## config.mk

```make
export PLATFORM = sky130hd
export DESIGN_NAME = face_draw_sched
export DESIGN_NICKNAME = d
export VERILOG_FILES = /design/src/rtl/face_draw_sched.sv
export SDC_FILE = /design/constraint.sdc
export NUM_CORES = 1
export LEC_CHECK = 0
export ABC_AREA = 1
export ABC_CLOCK_PERIOD_IN_PS = 1700
export CELL_PAD_IN_SITES_DETAIL_PLACEMENT = 0
export CELL_PAD_IN_SITES_GLOBAL_PLACEMENT = 2
export CORE_UTILIZATION = 21
export CTS_CLUSTER_SIZE = 8
export DETAILED_ROUTE_END_ITERATION = 8
export HOLD_SLACK_MARGIN = 0.06
export PLACE_DENSITY_LB_ADDON = 0.2
export REMOVE_ABC_BUFFERS = 1
export SYNTH_ARGS = -nofsm -noshare
export SYNTH_HDL_FRONTEND = slang
export SYNTH_SLANG_ARGS = --single-unit
```

## constraint.sdc

```tcl
create_clock -name iClock -period 1.7 [get_ports iClock]
set_input_delay 0.51 -clock iClock [delete_from_list [all_inputs] [get_ports iClock]]
set_output_delay 0.51 -clock iClock [all_outputs]
set_load 0.05 [all_outputs]
```

## src/rtl/face_draw_sched.sv

```systemverilog
// Shares one 16x16 face-sprite drawer between two requesters: round-robin grant,
// plot sequencing for a full sprite, and a write enable aligned to the drawer latency.
module face_draw_sched #(
  parameter int PIXELS   = 256,
  parameter int PIPE_LAT = 2,
  parameter int GAP      = 2
) (
  input  logic       iClock,
  input  logic       iResetn,
  input  logic       iReq0Valid,
  input  logic [7:0] iReq0X,
  input  logic [6:0] iReq0Y,
  input  logic       iReq0Face,
  output logic       oReq0Ready,
  input  logic       iReq1Valid,
  input  logic [7:0] iReq1X,
  input  logic [6:0] iReq1Y,
  input  logic       iReq1Face,
  output logic       oReq1Ready,
  output logic       oPlot,
  output logic [7:0] oXCoord,
  output logic [6:0] oYCoord,
  output logic       oFace,
  output logic       oWriteEn,
  output logic       oBusy,
  output logic       oDone,
  output logic       oDoneId
);

  localparam int CNT_W = 9;
  localparam logic [CNT_W-1:0] DRAW_LAST = CNT_W'(PIXELS + PIPE_LAT - 1);
  localparam logic [CNT_W-1:0] WE_FIRST  = CNT_W'(PIPE_LAT);
  localparam logic [CNT_W-1:0] GAP_LAST  = CNT_W'(GAP - 1);

  typedef enum logic [1:0] {
    S_IDLE = 2'd0,
    S_DRAW = 2'd1,
    S_GAP  = 2'd2
  } state_t;

  state_t           state_reg, state_next;
  logic [CNT_W-1:0] cnt_reg, cnt_next;
  logic             rr_reg, rr_next;
  logic             id_reg, id_next;
  logic [7:0]       x_reg, x_next;
  logic [6:0]       y_reg, y_next;
  logic             face_reg, face_next;
  logic             we_reg, we_next;

  logic [1:0] req_valid;
  logic [7:0] req_x [2];
  logic [6:0] req_y [2];
  logic [1:0] req_face;
  logic [1:0] grant;
  logic       winner;
  logic       accept;
  logic       done_pulse;

  assign req_valid = {iReq1Valid, iReq0Valid};
  assign req_face  = {iReq1Face, iReq0Face};
  assign req_x[0]  = iReq0X;
  assign req_x[1]  = iReq1X;
  assign req_y[0]  = iReq0Y;
  assign req_y[1]  = iReq1Y;

  // Under contention the requester that did not win last time goes next.
  always_comb begin
    winner = 1'b0;
    if (req_valid == 2'b11)
      winner = ~rr_reg;
    else
      winner = req_valid[1];
  end

  // Ready is gated by reset so a request coinciding with reset never looks accepted.
  genvar gi;
  generate
    for (gi = 0; gi < 2; gi++) begin : g_grant
      assign grant[gi] = iResetn && (state_reg == S_IDLE) && req_valid[gi]
                         && (winner == 1'(gi));
    end
  endgenerate

  assign oReq0Ready = grant[0];
  assign oReq1Ready = grant[1];
  assign accept     = |grant;

  always_comb begin
    state_next = state_reg;
    cnt_next   = cnt_reg;
    rr_next    = rr_reg;
    id_next    = id_reg;
    x_next     = x_reg;
    y_next     = y_reg;
    face_next  = face_reg;
    case (state_reg)
      S_IDLE: begin
        if (accept) begin
          state_next = S_DRAW;
          cnt_next   = '0;
          rr_next    = winner;
          id_next    = winner;
          x_next     = req_x[winner];
          y_next     = req_y[winner];
          face_next  = req_face[winner];
        end
      end
      S_DRAW: begin
        if (cnt_reg == DRAW_LAST) begin
          state_next = S_GAP;
          cnt_next   = '0;
        end else begin
          cnt_next = cnt_reg + CNT_W'(1);
        end
      end
      S_GAP: begin
        if (cnt_reg == GAP_LAST) begin
          state_next = S_IDLE;
          cnt_next   = '0;
        end else begin
          cnt_next = cnt_reg + CNT_W'(1);
        end
      end
      default: begin
        state_next = S_IDLE;
        cnt_next   = '0;
      end
    endcase
  end

  // Write enable is computed from the next counter so the register lines up
  // with the drawer's pixel output PIPE_LAT cycles after each plot cycle.
  always_comb begin
    we_next = (state_next == S_DRAW) && (cnt_next >= WE_FIRST) && (cnt_next <= DRAW_LAST);
  end

  always_ff @(posedge iClock) begin
    if (!iResetn) begin
      state_reg <= S_IDLE;
      cnt_reg   <= '0;
      rr_reg    <= 1'b1;
      id_reg    <= 1'b0;
      x_reg     <= '0;
      y_reg     <= '0;
      face_reg  <= 1'b0;
      we_reg    <= 1'b0;
    end else begin
      state_reg <= state_next;
      cnt_reg   <= cnt_next;
      rr_reg    <= rr_next;
      id_reg    <= id_next;
      x_reg     <= x_next;
      y_reg     <= y_next;
      face_reg  <= face_next;
      we_reg    <= we_next;
    end
  end

  assign done_pulse = (state_reg == S_GAP) && (cnt_reg == '0);

  assign oPlot    = (state_reg == S_DRAW);
  assign oBusy    = (state_reg != S_IDLE);
  assign oWriteEn = we_reg;
  assign oDone    = done_pulse;
  assign oDoneId  = done_pulse & id_reg;
  assign oXCoord  = x_reg;
  assign oYCoord  = y_reg;
  assign oFace    = face_reg;

endmodule

```

Yosys cells after proc, flatten, opt, wreduce, memory -nomap -nowiden
Cells that the tools add are included.

Reduce and logical (&&, ||, !) cells: 13. Mux-type cells: 17. Bitwise operators: 4. $add $sub $neg: 1. Eq/ne operators: 6. Magnitude comparators: 4.

Operator list (number): $mux 9 (3); $pmux 9 s3 (1); $mux 8 (3); $mux 7 (3); $add 9x1->9 const B (1); $eq 9x1->1 const B (1); $eq 9x9->1 const B (1); $ge 9x2->1 const B (1); $le 9x9->1 const B (1); $logic_not 9->1 (1); $logic_and 1x1->1 (8); $mux 2 (3); $pmux 2 s3 (1); $eq 2x1->1 const B (2); $eq 2x2->1 const B (2); $mux 1 (3); $ge 2x2->1 const B (1); $logic_not 2->1 (1); $lt 1x2->1 const B (1); $not 1->1 (2); $not 1->2 (1); $reduce_and 2->1 (1); $reduce_bool 2->1 (1); $reduce_or 2->1 (1); $and 1x1->1 (1).

Bits in registers: 30. Word-level logic and storage cells: 53. Output and inout bits: 23. Input bits: 36.

Logic depth before layout (Yosys ltp)
Depth in word-level cells: 10. Depth in mapped cells: 13. Gate-level depth less buffers: 13.

Least setup slack after synthesis
OpenSTA, ideal clock, no wires.

Kind: register -> output. Start: register state_reg[1]. End: output port oDoneId. Cell stages (with the launch flop): 6. Arrival: 1.970 ns. Buffers on the path: 1. Data required time: 1.190 ns. Slack: -0.780 ns. Path through: dfxtp_1 inv_1 nor2_1 buf_2 nand4_1 nor3_1.

Longest elaborated chain between the ends: 3.

RTL lines: from (decl) (line 41) `state_t state_reg, state_next;`; from (signal assigned) (line 148) `state_reg <= state_next;`; $eq 2x2->1 (line 159) `assign done_pulse = (state_reg == S_GAP) && (cnt_reg == '0);`; $logic_and 1x1->1 (line 159); $and 1x1->1 (line 165) `assign oDoneId = done_pulse & id_reg;`; to (decl) (line 27) `output logic oDoneId`.

Every way passes these cells.

Final worst setup path
Start: register cnt_reg[5]. End: output port oDoneId.

Longest elaborated chain between the ends: 3.

RTL lines: from (decl) (line 42) `logic [CNT_W-1:0] cnt_reg, cnt_next;`; from (signal assigned) (line 149) `cnt_reg <= cnt_next;`; $logic_not 9->1 (line 159); $logic_and 1x1->1 (line 159); $and 1x1->1 (line 165).

Every way passes these cells.

==> results.txt <==
The flow ran to the end, but the final reports show violations. The final reports fail on setup timing. The final critical path takes up 110% of the cycle. The worst hold path passes through 2 cells. The endpoint identified for the worst register-to-register timing path is oWriteEn. Wire length of the first global-routing pass: 9.44 mm. The logic gate share of total power was 36.1%; the total core area was 7770 sq um.

In this run the critical register-to-register path is launched from cnt_reg[1]. Of all nets on the critical path, the largest fanout is 2. The root buffer cell chosen for the clock tree is sky130_fd_sc_hd__clkbuf_8. The tightest min-delay check is of the reg -> reg type. The sequential-to-total area share from yosys stat was 35.4%; the final hold violation count was 0. Adding up every negative setup slack in the final design gives -0.427 ns.

Of the post-synthesis cell area, the dominant cell type holds 35.4%. After legalization and detailed placement, the total HPWL measured 4.18 mm. The number of pins exceeding their max-slew limit in the final report is 0. The post-route DRC violation count was 0; the post-layout instance count excluding filler cells was 471.

For the via count of the first global-routing pass, the log shows 1,968. STA classifies the critical path endpoint as a primary output. The logs give 30 for the CTS sink count and 8450 sq um for the area of the die. The number of cells in the design after placement is 443.

The time the final worst path needs with I/O delays and setup works out to 1.88 ns. The run gives 0 as the reported max-cap violation count. At the pin with the least slew margin, the transition time is 0.341 ns. In the global route stage, overall resource usage came out at 14.0%.

For the worst setup path, the data arrival time is 1.37 ns. The highest ir drop seen on vdd came out at 0.301 mV. Using the TritonRoute via totals, the vias-per-cell ratio works out to 4.33.

The area growth from synthesis to layout is 91.5%. The number of flip-flops in the largest register was 9. The number of buffers added by the clock tree synthesis step is 5, and the flop and latch count out of synthesis is 30.

Net switching is 32.3% of the power. The share of final-layout standard cells stronger than drive strength 1 works out to 37.1%. For the worst flop-to-flop path, the logic depth is 13. For the global placement routability congestion, the log shows 0.737. The worst hold path begins at rr_reg. The internal power of the cells totals 0.00148 W. The worst hold slack is 0.487 ns, and the sequential cell area in the final layout is 619 sq um.

The run gives 0 as the residual overflow from global routing. The total of warnings raised by yosys is 0, and the number of inserted diodes is 0. The clock reaches the later pin of the worst-skew pair after 0.27 ns. The critical path startpoint category is a flip-flop.

In the synthesized netlist, the number of instances is 257. The unique cell type count in the Yosys netlist is 27. The critical path is of the reg -> out type. In this run the power spent charging and discharging nets is 0.000706 W.

The initial antenna violation count was 0; the number of H-tree levels was 2. The total chip power was 0.00218 W; the area of combinational cells with multiple inputs was 1050 sq um. The detail route stage leaves a number of antenna-violating nets equal to 0.

The tools report the final setup violation count as 4. The tools report the starting density of the core as 21.9%. The clock arrives with 0.00179 ns of skew.

Headroom to the max-slew limit came out at 77.0%. The run gives 407 as the number of nets at the end of the flow. The total power density per cell area works out to 672 nW/um^2. The mean post-synth cell area is 6.61 sq um, and the register-to-register path setup slack is -0.07 ns.

The average detailed-routed wire length per instance is 12.4 um. The maximum clock path buffer count came out at 2. Via count: 2,038.

Ranked by total cell area, the synthesized netlist is headed by sky130_fd_sc_hd__dfxtp_1 (35%), sky130_fd_sc_hd__nand2_1 (16%), sky130_fd_sc_hd__nand3_1 (6.8%). Port buffering added 58 buffers. The floorplan step set the die height to 91.9 um. The post-route worst setup slack is -0.176 ns, and the first-pass iteration count of the detailed router is 4. Entering global routing, the biggest net connects 33 pins. The proportion of power drawn by flip-flops and latches came out at 36.6%. The analysis attributes to cell leakage a power of 1.44 nW. The number of hold buffers added after CTS was 0. The floorplan row count was 32. TritonCTS built the clock tree. Clock-pin slew was measured on the worst setup and hold paths at 0.06 ns. The die width works out to 91.9 um.

Setup repair after global routing could not meet its margin everywhere. Based on the critical path, the design can be clocked at up to 0.533 GHz. The layout filler cell count was 817; the netlist area before placement was 1700 sq um. The portion of total power attributed to the clock network was 27.2%. The number of I/O pins is 59. The final layout contains routed wiring with a total length of 5.84 mm. The largest total area in the synthesized netlist belongs to sky130_fd_sc_hd__dfxtp_1. The detailed router finished its first iteration with 69 violations.

The hold path endpoint is rr_reg. The logs give 41.9% for the utilization after layout and 1.19 ns for the data required time of the critical path.
==> through the flow <==
| stage | cell area, sq um | worst slack, ns |
|---|---|---|
| after floorplan | 1660 | -0.928 |
| after CTS | 3150 | -0.198 |
| after global routing | 3250 | -0.273 |
| after detailed placement | 2860 | -0.550 |
| after global placement | 2860 | -0.518 |
| final | 3250 | -0.176 |
==> cells in the final DEF (no fill, tap or decap), drive strengths merged, types with 4 or more instances in the layout <==
master         netlist  layout
a21oi                4       4
nand2               75      75
a31oi               18      18
nand4                5       5
clkbuf               4       8
clkdlybuf4s50        0      32
o21ai               23      23
nor2                32      32
nand3               25      25
buf                  5      77
dfxtp               30      30
inv                 23      24
==> cell families after synthesis <==
kind of cell,count (synthesis),synth area share [%]
adders and majority gates,3,2.21
and+or+nand+nor,138,36.6
AOI/OAI and AO/OA,50,16.8
buffers and inverters,34,8.03
DFF,30,35.4
xor gates and xnor gates,2,1.03
==> Yosys cell counts <==
library cell / number
sky130_fd_sc_hd__xor2_1: 2
sky130_fd_sc_hd__nor2_4: 2
sky130_fd_sc_hd__o21bai_1: 1
sky130_fd_sc_hd__nand4_1: 4
sky130_fd_sc_hd__o21ai_0: 22
sky130_fd_sc_hd__o31ai_1: 1
sky130_fd_sc_hd__nor2_1: 27
sky130_fd_sc_hd__nand2_2: 1
sky130_fd_sc_hd__a31oi_1: 18
sky130_fd_sc_hd__inv_1: 22
sky130_fd_sc_hd__nand3_2: 1
sky130_fd_sc_hd__inv_2: 1
sky130_fd_sc_hd__ha_1: 3
sky130_fd_sc_hd__nand4_4: 1
sky130_fd_sc_hd__o211ai_1: 3
sky130_fd_sc_hd__buf_2: 4
sky130_fd_sc_hd__clkinv_1: 2
sky130_fd_sc_hd__a21oi_1: 4
sky130_fd_sc_hd__dfxtp_1: 30
sky130_fd_sc_hd__nand2_1: 74
sky130_fd_sc_hd__nor3_1: 1
sky130_fd_sc_hd__nor2_2: 3
sky130_fd_sc_hd__nand3_1: 23
sky130_fd_sc_hd__nand3_4: 1
sky130_fd_sc_hd__o21ai_1: 1
sky130_fd_sc_hd__clkbuf_1: 4
sky130_fd_sc_hd__buf_4: 1
==> how the worst max path moves through the flow <==
stage,end,cells past startpoint,start,slack [ns]
floorplan,oDoneId,4,state_reg[1],-0.93
global placement,oReq0Ready,4,iResetn,-0.52
detailed placement,oWriteEn,10,iResetn,-0.55
CTS,oDoneId,6,cnt_reg[0],-0.20
global route,oDoneId,8,cnt_reg[4],-0.27
finish,oDoneId,8,cnt_reg[5],-0.18
==> routing by layer <==
layer	track usage (%)	share of wire [%]	vias to the layer above
met1	17.8	44	908
met4	3.52	1.0	0
met3	4.64	6.6	5
met5	0	0	-
li1	-	-	1072
met2	22.9	48	53
==> critical path, stage by stage (launching register included) <==
cell,delay (ns)
sky130_fd_sc_hd__dfxtp_1,0.32
sky130_fd_sc_hd__inv_2,0.06
sky130_fd_sc_hd__nand2_2,0.05
sky130_fd_sc_hd__nor2_2,0.11
sky130_fd_sc_hd__buf_6,0.12
sky130_fd_sc_hd__inv_4,0.03
sky130_fd_sc_hd__nor3_2,0.14
sky130_fd_sc_hd__buf_4,0.14
sky130_fd_sc_hd__buf_12,0.12
==> what timing repair did <==
item                       in CTS  in global routing
buffers inserted               16                  3
setup endpoints to repair      25                 15
resized for setup              38                 27
pin swaps                       6                  9
cloned                          0                  1
==> final cells by class <==
cell class / instances / area share, %
clock buffer: 7 / 2.65
clock inverter: 1 / 0.154
inverter: 25 / 3.04
multi-input combinational: 193 / 32.2
sequential: 30 / 19.0
tap: 102 / 3.92
timing repair buffer: 113 / 38.9
==> power groups by stage <==
stage / clock network, W / logic, W / registers (W)
3_3_place_gp: 0 / 0.000710 / 0.000818
6_report: 0.000595 / 0.000789 / 0.000800
3_5_place_dp: 0 / 0.000708 / 0.000818
5_1_grt: 0.000665 / 0.000841 / 0.000805
4_1_cts: 0.000623 / 0.000757 / 0.000800
2_1_floorplan: 0 / 0.000180 / 0.000931
(Power assumes the default switching activity.)
